[config.mk]
export PLATFORM = sky130hd
export DESIGN_NAME = branch_predictor
export DESIGN_NICKNAME = d
export VERILOG_FILES = /design/src/rtl/branch_pkg.sv /design/src/rtl/bp_counter_table.sv /design/src/rtl/branch_predictor.sv
export SDC_FILE = /design/constraint.sdc
export NUM_CORES = 2
export LEC_CHECK = 0
export ABC_CLOCK_PERIOD_IN_PS = 11450
export CORE_MARGIN = 2
export CORE_UTILIZATION = 45
export CTS_CLUSTER_SIZE = 14
export DETAILED_ROUTE_END_ITERATION = 8
export PLACE_DENSITY = 0.67
export RECOVER_POWER = 100
export REMOVE_ABC_BUFFERS = 1
export SLEW_MARGIN = 30
export SYNTH_ARGS = -nofsm -noshare
export SYNTH_HDL_FRONTEND = slang
export SYNTH_MEMORY_MAX_BITS = 65536
export SYNTH_SLANG_ARGS = --single-unit
[constraint.sdc]
create_clock -name clk_in -period 11.45 [get_ports clk_in]
set_clock_uncertainty 0.2 [all_clocks]
set_input_delay 2.29 -clock clk_in [delete_from_list [all_inputs] [get_ports clk_in]]
set_output_delay 2.29 -clock clk_in [all_outputs]
set_load 0.02 [all_outputs]
[src/rtl/branch_pkg.sv]
// Shared types for the fetch-stage branch predictor: 2-bit counter encodings with
// saturating helpers, flush FSM states and the branch unit's op encodings.
package branch_pkg;

    typedef enum logic [1:0] {
        CNT_STRONG_NT = 2'b00,
        CNT_WEAK_NT   = 2'b01,
        CNT_WEAK_T    = 2'b10,
        CNT_STRONG_T  = 2'b11
    } cnt_t;

    typedef enum logic {
        ST_IDLE  = 1'b0,
        ST_FLUSH = 1'b1
    } flush_state_t;

    typedef enum logic [2:0] {
        BR_NEVER  = 3'd0,
        BR_ALWAYS = 3'd1,
        BR_EQ     = 3'd2,
        BR_NE     = 3'd3,
        BR_LT     = 3'd4,
        BR_GE     = 3'd5,
        BR_LTU    = 3'd6,
        BR_GEU    = 3'd7
    } branch_op_t;

    function automatic cnt_t cnt_inc(cnt_t c);
        return (c == CNT_STRONG_T) ? CNT_STRONG_T : cnt_t'(c + 2'd1);
    endfunction

    function automatic cnt_t cnt_dec(cnt_t c);
        return (c == CNT_STRONG_NT) ? CNT_STRONG_NT : cnt_t'(c - 2'd1);
    endfunction

endpackage

[src/rtl/bp_counter_table.sv]
// Direct-mapped BTB storage: valid/tag/counter/target per entry, one async read port,
// one training write port (read-modify-write on its own index) and a valid-clear port.
module bp_counter_table
    import branch_pkg::*;
#(
    parameter int XLEN  = 64,
    parameter int IDX_W = 6,
    parameter int TAG_W = 12
) (
    input  logic             clk_in,
    input  logic             rst_n_in,
    input  logic [IDX_W-1:0] rd_idx,
    output logic             rd_valid,
    output logic [TAG_W-1:0] rd_tag,
    output cnt_t             rd_cnt,
    output logic [XLEN-1:0]  rd_target,
    input  logic             wr_en,
    input  logic [IDX_W-1:0] wr_idx,
    input  logic [TAG_W-1:0] wr_tag,
    input  logic             wr_taken,
    input  logic             wr_uncond,
    input  logic [XLEN-1:0]  wr_target,
    input  logic             clr_en,
    input  logic [IDX_W-1:0] clr_idx
);

    localparam int ENTRIES = 2 ** IDX_W;

    logic [ENTRIES-1:0] valid_q;
    logic [TAG_W-1:0]   tag_q    [ENTRIES];
    cnt_t               cnt_q    [ENTRIES];
    logic [XLEN-1:0]    target_q [ENTRIES];

    logic wr_hit;
    logic train;
    logic alloc;
    logic target_we;
    cnt_t next_cnt;

    assign rd_valid  = valid_q[rd_idx];
    assign rd_tag    = tag_q[rd_idx];
    assign rd_cnt    = cnt_q[rd_idx];
    assign rd_target = target_q[rd_idx];

    assign wr_hit    = valid_q[wr_idx] && (tag_q[wr_idx] == wr_tag);
    assign train     = wr_en && wr_hit;
    assign alloc     = wr_en && !wr_hit && wr_taken;
    assign target_we = (train && wr_taken) || alloc;

    always_comb begin
        next_cnt = cnt_q[wr_idx];
        if (train) begin
            if (wr_uncond)     next_cnt = CNT_STRONG_T;
            else if (wr_taken) next_cnt = cnt_inc(cnt_q[wr_idx]);
            else               next_cnt = cnt_dec(cnt_q[wr_idx]);
        end else if (alloc) begin
            next_cnt = wr_uncond ? CNT_STRONG_T : CNT_WEAK_T;
        end
    end

    // Clear and allocate never coincide: the top drops training while a flush sweeps.
    always_ff @(posedge clk_in or negedge rst_n_in) begin
        if (!rst_n_in) begin
            valid_q <= '0;
        end else if (clr_en) begin
            valid_q[clr_idx] <= 1'b0;
        end else if (alloc) begin
            valid_q[wr_idx] <= 1'b1;
        end
    end

    // NOTE: payload arrays carry no reset; valid_q alone gates their use, so the
    // large tag/counter/target storage stays plain flops/RAM without a reset tree.
    always_ff @(posedge clk_in) begin
        if (train || alloc) cnt_q[wr_idx]    <= next_cnt;
        if (alloc)          tag_q[wr_idx]    <= wr_tag;
        if (target_we)      target_q[wr_idx] <= wr_target;
    end

endmodule

[src/rtl/branch_predictor.sv]
// Fetch-stage dynamic branch predictor: registered BTB lookup, execute-side training,
// sequenced table flush and a saturating mispredict counter.
module branch_predictor
    import branch_pkg::*;
#(
    parameter int XLEN  = 64,
    parameter int IDX_W = 6,
    parameter int TAG_W = 12,
    parameter int CNT_W = 32
) (
    input  logic             clk_in,
    input  logic             rst_n_in,
    input  logic             lookup_valid_in,
    input  logic [XLEN-1:0]  lookup_pc_in,
    output logic             pred_valid_out,
    output logic             pred_hit_out,
    output logic             pred_taken_out,
    output logic [XLEN-1:0]  pred_target_out,
    input  logic             update_valid_in,
    input  logic [XLEN-1:0]  update_pc_in,
    input  logic             update_taken_in,
    input  logic             update_uncond_in,
    input  logic [XLEN-1:0]  update_target_in,
    input  logic             update_mispredicted_in,
    input  logic             flush_in,
    output logic             busy_out,
    output logic [CNT_W-1:0] mispredict_count_out
);

    flush_state_t     state_q, state_d;
    logic [IDX_W-1:0] ptr_q, ptr_d;
    logic             clr_en;
    logic             busy;

    logic [IDX_W-1:0] lookup_idx, update_idx;
    logic [TAG_W-1:0] lookup_tag, update_tag;
    logic             rd_valid;
    logic [TAG_W-1:0] rd_tag;
    cnt_t             rd_cnt;
    logic [XLEN-1:0]  rd_target;
    logic             hit_d;

    assign lookup_idx = lookup_pc_in[IDX_W+1:2];
    assign lookup_tag = lookup_pc_in[IDX_W+TAG_W+1:IDX_W+2];
    assign update_idx = update_pc_in[IDX_W+1:2];
    assign update_tag = update_pc_in[IDX_W+TAG_W+1:IDX_W+2];

    logic unused_bits;
    assign unused_bits = ^{lookup_pc_in[XLEN-1:IDX_W+TAG_W+2], lookup_pc_in[1:0],
                           update_pc_in[XLEN-1:IDX_W+TAG_W+2], update_pc_in[1:0], rd_cnt[0]};

    assign busy     = (state_q == ST_FLUSH);
    assign busy_out = busy;

    bp_counter_table #(
        .XLEN  (XLEN),
        .IDX_W (IDX_W),
        .TAG_W (TAG_W)
    ) u_table (
        .clk_in    (clk_in),
        .rst_n_in  (rst_n_in),
        .rd_idx    (lookup_idx),
        .rd_valid  (rd_valid),
        .rd_tag    (rd_tag),
        .rd_cnt    (rd_cnt),
        .rd_target (rd_target),
        .wr_en     (update_valid_in && !busy),
        .wr_idx    (update_idx),
        .wr_tag    (update_tag),
        .wr_taken  (update_taken_in),
        .wr_uncond (update_uncond_in),
        .wr_target (update_target_in),
        .clr_en    (clr_en),
        .clr_idx   (ptr_q)
    );

    // NOTE: every always_comb output gets a default first so no path infers a latch.
    always_comb begin
        state_d = state_q;
        ptr_d   = ptr_q;
        clr_en  = 1'b0;
        unique case (state_q)
            ST_IDLE: begin
                if (flush_in) begin
                    state_d = ST_FLUSH;
                    ptr_d   = '0;
                end
            end
            ST_FLUSH: begin
                clr_en = 1'b1;
                ptr_d  = ptr_q + IDX_W'(1);
                if (&ptr_q) state_d = ST_IDLE;
            end
            default: state_d = ST_IDLE;
        endcase
    end

    // NOTE: sequential state uses non-blocking assignments so every flop samples
    // pre-edge values, which also gives the table its read-before-write behaviour.
    always_ff @(posedge clk_in or negedge rst_n_in) begin
        if (!rst_n_in) begin
            state_q <= ST_IDLE;
            ptr_q   <= '0;
        end else begin
            state_q <= state_d;
            ptr_q   <= ptr_d;
        end
    end

    assign hit_d = lookup_valid_in && !busy && rd_valid && (rd_tag == lookup_tag);

    always_ff @(posedge clk_in or negedge rst_n_in) begin
        if (!rst_n_in) begin
            pred_valid_out  <= 1'b0;
            pred_hit_out    <= 1'b0;
            pred_taken_out  <= 1'b0;
            pred_target_out <= '0;
        end else begin
            pred_valid_out  <= lookup_valid_in;
            pred_hit_out    <= hit_d;
            pred_taken_out  <= hit_d && rd_cnt[1];
            pred_target_out <= hit_d ? rd_target : '0;
        end
    end

    always_ff @(posedge clk_in or negedge rst_n_in) begin
        if (!rst_n_in) begin
            mispredict_count_out <= '0;
        end else if (update_valid_in && update_mispredicted_in && !(&mispredict_count_out)) begin
            mispredict_count_out <= mispredict_count_out + CNT_W'(1);
        end
    end

endmodule

=== Word-level counts from Yosys, hierarchy flattened ===
Memory sizes are Yosys's and may differ from the RTL's.
Cells that the tools add are included.

* Register bits: 170
* Bits in latches: 0
* RAM bits: 4992
* ROM bits: 0
* Memories kept: 3

{| class="wikitable"
|+ Memories
! name !! depth !! bits a word !! read ports !! clocked after memory_dff !! wr ports !! RTL line !! source
|-
| u_table.target_q || 64 || 64 || 1 || 0 || 1 || bp_counter_table.sv:32 || <nowiki>logic [XLEN-1:0] target_q [ENTRIES];</nowiki>
|-
| u_table.tag_q || 64 || 12 || 2 || 0 || 1 || bp_counter_table.sv:30 || <nowiki>logic [TAG_W-1:0] tag_q [ENTRIES];</nowiki>
|-
| u_table.cnt_q || 64 || 2 || 2 || 0 || 1 || bp_counter_table.sv:31 || <nowiki>cnt_t cnt_q [ENTRIES];</nowiki>
|}

* $add $sub $neg: 4
* Multiply operators: 0
* Div/mod/pow operators: 0
* $lt $le $gt $ge: 5
* Equality and inequality tests: 4
* Shifts and indexed selects: 0
* Mux-type cells: 30
* Bitwise gates (word level): 4
* Reduce and logical (&&, ||, !) cells: 23

{| class="wikitable"
|+ Operator list
! cell !! number
|-
| 64-bit 2-to-1 mux || 3
|-
| 64-bit bitwise AND || 1
|-
| 64-bit inverter || 1
|-
| 64-bit OR || 1
|-
| 32-bit by 1-bit adder with 32-bit output (second input constant) || 1
|-
| 32-bit AND reduction || 1
|-
| 12-bit == test || 2
|-
| 6-bit by 7-bit < comparator with 1-bit output (second input constant) || 3
|-
| 1-bit logical AND || 14
|-
| 1-bit 2-to-1 mux || 14
|-
| 1-bit binary-select mux with 6-bit select || 2
|-
| 1-bit demux with 6-bit select || 2
|-
| 6-bit by 1-bit >= comparator with 1-bit output (second input constant) || 2
|-
| 2-bit 2-to-1 mux || 6
|-
| 6-bit one-hot mux with 2 select lines || 1
|-
| 6-bit by 1-bit adder with 6-bit output (second input constant) || 1
|-
| 6-bit 2-to-1 mux || 1
|-
| 6-bit AND reduction || 1
|-
| 1-bit zero test || 3
|-
| 2-bit by 1-bit adder with 2-bit output (second input constant) || 1
|-
| 2-bit == test (second input constant) || 1
|-
| 2-bit zero test || 1
|-
| 1-bit logical OR || 2
|-
| 2-bit != test (second input constant) || 1
|-
| 4 further kinds || 4
|}

=== Depth between registers and ports, before layout ===
* Depth after elaboration: 9
* Gate-level depth with buffers: 17
* Gate-level depth less buffers: 11

=== Modules after synthesis ===
A second synthesis with hierarchy kept.

* Cells, all modules: 8753
* Area, all modules: 204618.7 um^2

{| class="wikitable"
|+ By module, submodules not included
! module !! instances !! cells an instance !! area an instance (um^2) !! seq. area each (um^2)
|-
| bp_counter_table || 1 || 8425 || 200486.0 || 151505.3
|-
| branch_predictor || 1 || 328 || 4132.7 || 2652.5
|}

=== Worst setup path after synthesis ===
Ideal clock, no wire load.

* Path type: input to register
* Start: input update_pc_in[2]
* End: memory u_table.target_q[10][0], enable pin
* Setup time: 487 ps
* Data arrival time: 6486 ps
* Required time: 10763 ps
* Setup slack: 4277 ps
* Cell stages on the path: 8
* Buffers on the path: 4
* Path through: buf_6 -> buf_4 -> or2_2 -> clkbuf_1 -> nor2_1 -> clkbuf_1 -> nand2_1 -> nor2_1

* Cells in the longest elaborated chain, start to end: 9
* Elaborated cells between the ends (all ways): 13

{| class="wikitable"
|+ Ends and longest elaborated chain
! item !! RTL line !! source
|-
| from (decl) || branch_predictor.sv:20 || <nowiki>input logic [XLEN-1:0] update_pc_in,</nowiki>
|-
| memory 64 x 12 bit or 1-bit binary-select mux with 6-bit select (tied branches) || n/a ||
|-
| 12-bit == test or 1-bit 2-to-1 mux (tied branches) || bp_counter_table.sv:45 || <nowiki>assign wr_hit = valid_q[wr_idx] && (tag_q[wr_idx] == wr_tag);</nowiki>
|-
| 1-bit logical AND || bp_counter_table.sv:45 ||
|-
| 1-bit zero test || bp_counter_table.sv:47 || <nowiki>assign alloc = wr_en && !wr_hit && wr_taken;</nowiki>
|-
| 1-bit logical AND (2 in a row) || bp_counter_table.sv:47 ||
|-
| 1-bit logical OR || bp_counter_table.sv:48 || <nowiki>assign target_we = (train && wr_taken) || alloc;</nowiki>
|-
| 1-bit 2-to-1 mux || bp_counter_table.sv:77 || <nowiki>if (target_we) target_q[wr_idx] <= wr_target;</nowiki>
|-
| 1-bit 2-to-1 mux (implied by the code) || bp_counter_table.sv:77 ||
|-
| to (decl) || bp_counter_table.sv:32 ||
|}

Parallel ways exist; a longest one is shown, timed or not. The select of a mux whose other input is x is not followed.

=== Final worst setup path ===
* Start: input update_pc_in[2]
* End: memory u_table.target_q[15][52], enable pin

The elaborated chain is that of the path after synthesis.

==> flow_summary.ini <==
[run_status]
outcome = complete, but fails checks
violations = max-capacitance violations, max-slew violations

[finish]
layout-drive-gt1-share_pct = 27.7
final_cell_mix = edfxtp_1, mux4_2, clkbuf_16, clkbuf_1, nor2_1
final_common_cell = edfxtp_1
fillers = 34776
nets = 9550
utilization_pct = 50.9
areaGrowthSynthToFinish_pct = 12.8
multi_input_area_mm2 = 0.0477
finalNonFillerCells = 15775
regArea_mm2 = 0.154

[floorplan]
die_area_mm2 = 0.459
top_level_ports = 300
design.core.area_mm2 = 0.452
die_x_um = 678
start_util_pct = 45.2
die-height_um = 678
rows = 247

[worst_hold_path]
min_path_type = reg2reg

[logic_synthesis]
ys_warn_count = 0
postSynthCellCount = 8780
post_synth_num_cell_types = 73
avgSynthCellArea_um2 = 23.3
seq_area_frac_synth_pct = 75.5
ys_ff_latch = 5162
async_flop_share_pct = 3.29
synth_edf_count = 4992
synth_flop_cell = edfxtp_1
syn_area_mm2 = 0.204

[cts]
hold_buffers = 0
post_cts_buffers = 0
cts_buffers = 530
h-tree-depth = 6
cts.reportedPaths.clkPinSlew_ps = 60
cts_root_buf = clkbuf_16
cts_resized = 0
cts.sinks = 5162
cts_buffer_depth = 4
cts_tree = built
clock_latency_ps = 1060

[detailed_routing]
drtPass1Iterations = 9
vias_per_cell = 6.60
drt-wirelength-per-cell_um = 37.1
drt_iter0_markers = 17124
remaining_drc_errors = 0
vias = 104119
wirelength_um = 586000
final_antenna_net_count = 0

[worst_setup_path]
cp_data_arrival_time_ps = 10240
path_cells = clkbuf_8 > clkbuf_2 > and3_1 > clkbuf_1 > nand2_1 > nor2_1 > clkbuf_1
crit_slowest_cell = clkbuf_1
crit_required_ps = 11810
cpPeakStageDelay_ps = 2730
critPathMaxFanout = 69
critical_path_class = in2reg
worstSetupEndpointType = flip-flop
cpMostUsedCell = clkbuf_1
start_kind = input port

[sta]
setup_viol = 0
period_share_pct = 86.3
maxSlewViolCount = 8442
setup_tns_ps = 0
final_hold_viol_count = 0
maxSlewHeadroom_pct = -394
layout_min_cycle_time_ps = 9880
rsz0062_at_grt = no
timing.final.ws_setup_ps = 1570
fmax_mhz = 101
tightest_slew_ps = 7400

[placement]
portBuffers = 207
place_ws_ps = 2370
place_inst = 14785
dp_hpwl_um = 312000
place_congestion = 0.926

[global_routing]
grt_start_max_net_pins = 152
grt_usage_pct = 25.1
antenna_found_initial = 53
grt_overflow = 0
grt_pass1_wl_um = 811000
grt_pass1_vias = 103321

[power_and_ir_drop]
p_leak_nw = 71.2
power_density_mw_per_mm2 = 173
irDropWorstVdd_mv = 0.175

[job]
maxCapViolations = 205
worst paths after layout:
kind	start	end	slack, ps	depth (start not counted)
worst max register to register	busy_out	u_table.target_q[9][11]	3160	6
min in group asynchronous	rst_n_in	pred_target_out[40]	3040	1
worst min-delay path	mispredict_count_out[31]	mispredict_count_out[31]	290	1
worst min register to register	mispredict_count_out[31]	mispredict_count_out[31]	290	1
worst max-delay path	update_pc_in[2]	u_table.target_q[15][52]	1570	7
max in group asynchronous	rst_n_in	pred_target_out[26]	3080	2
registers in the layout, indices dropped and copies added (netlist names):
| register | flops |
|---|---|
| pred_target_out | 64 |
| u_table.cnt_q | 128 |
| pred_taken_out | 1 |
| pred_hit_out | 1 |
| busy_out | 1 |
| u_table.valid_q | 64 |
| mispredict_count_out | 32 |
| u_table.tag_q | 768 |
| u_table.target_q | 4096 |
| ptr_q | 6 |
| pred_valid_out | 1 |
stage by stage:
stage / area (µm²) / total power, mW / hold slack [ps]
after floorplan: 202000 / 22.3 / 280
after global placement: 215000 / 23.4 / 279
after detailed placement: 215000 / 23.5 / 289
after CTS: 232000 / 39.9 / 300
after global routing: 230000 / 40.8 / 312
final: 230000 / 39.7 / 289
layout make-up:
type / instances / area share [%]
Clock buffer: 677 / 6.13
Inverter: 8 / 0.0136
Timing Repair Buffer: 588 / 1.82
Clock inverter: 271 / 1.08
Tap cell: 5976 / 3.25
Antenna cell: 35 / 0.0380
Multi-Input combinational cell: 3058 / 20.7
Sequential cell: 5162 / 67.0
cell families after synthesis:
group,share of synthesized area [%]
compound gates,1.80
xor+xnor,0.227
fa+ha+maj,0.0172
buf+inv,1.22
flops,75.5
mux,19.8
simple gates,1.44
report_power, final:
group	switching, mW	internal [mW]
clock network	7.27	9.33
logic	1.27	0.901
registers	0.103	20.9
total	8.65	31.1
cell usage after synthesis (18+ instances only):
cell | count | area (µm²)
edfxtp_1 | 4992 | 150000
mux4_2 | 1720 | 38700
clkbuf_1 | 329 | 1230
nor2_1 | 223 | 837
dfrtp_1 | 170 | 4250
o21ai_0 | 163 | 816
buf_2 | 147 | 736
mux2i_1 | 108 | 1080
a22oi_1 | 93 | 698
nand2_1 | 88 | 330
and3_1 | 82 | 513
a221oi_1 | 79 | 692
mux2_2 | 53 | 597
nand3_1 | 49 | 245
buf_1 | 42 | 158
o22ai_1 | 36 | 225
xnor2_1 | 35 | 307
a21oi_1 | 29 | 145
a22o_1 | 25 | 219
buf_6 | 23 | 259
nand2b_1 | 21 | 131
nor3_1 | 21 | 105
nand4_1 | 19 | 119
xor2_1 | 18 | 158
routing by layer:
layer | global-route usage (%) | wire length, µm | vias to the layer above
met4 | 9.30 | 24100 | 16
met1 | 34.3 | 213000 | 56272
met3 | 5.36 | 67600 | 1326
met2 | 40.1 | 281000 | 7228
li1 | - | - | 39277
met5 | 0 | 104 | -
worst max-delay path: cells and delay by family:
family	cells	cell delay [ps]
simple gates	3	2100
buf+inv	4	5670
Power figures use the tool's default switching activity.
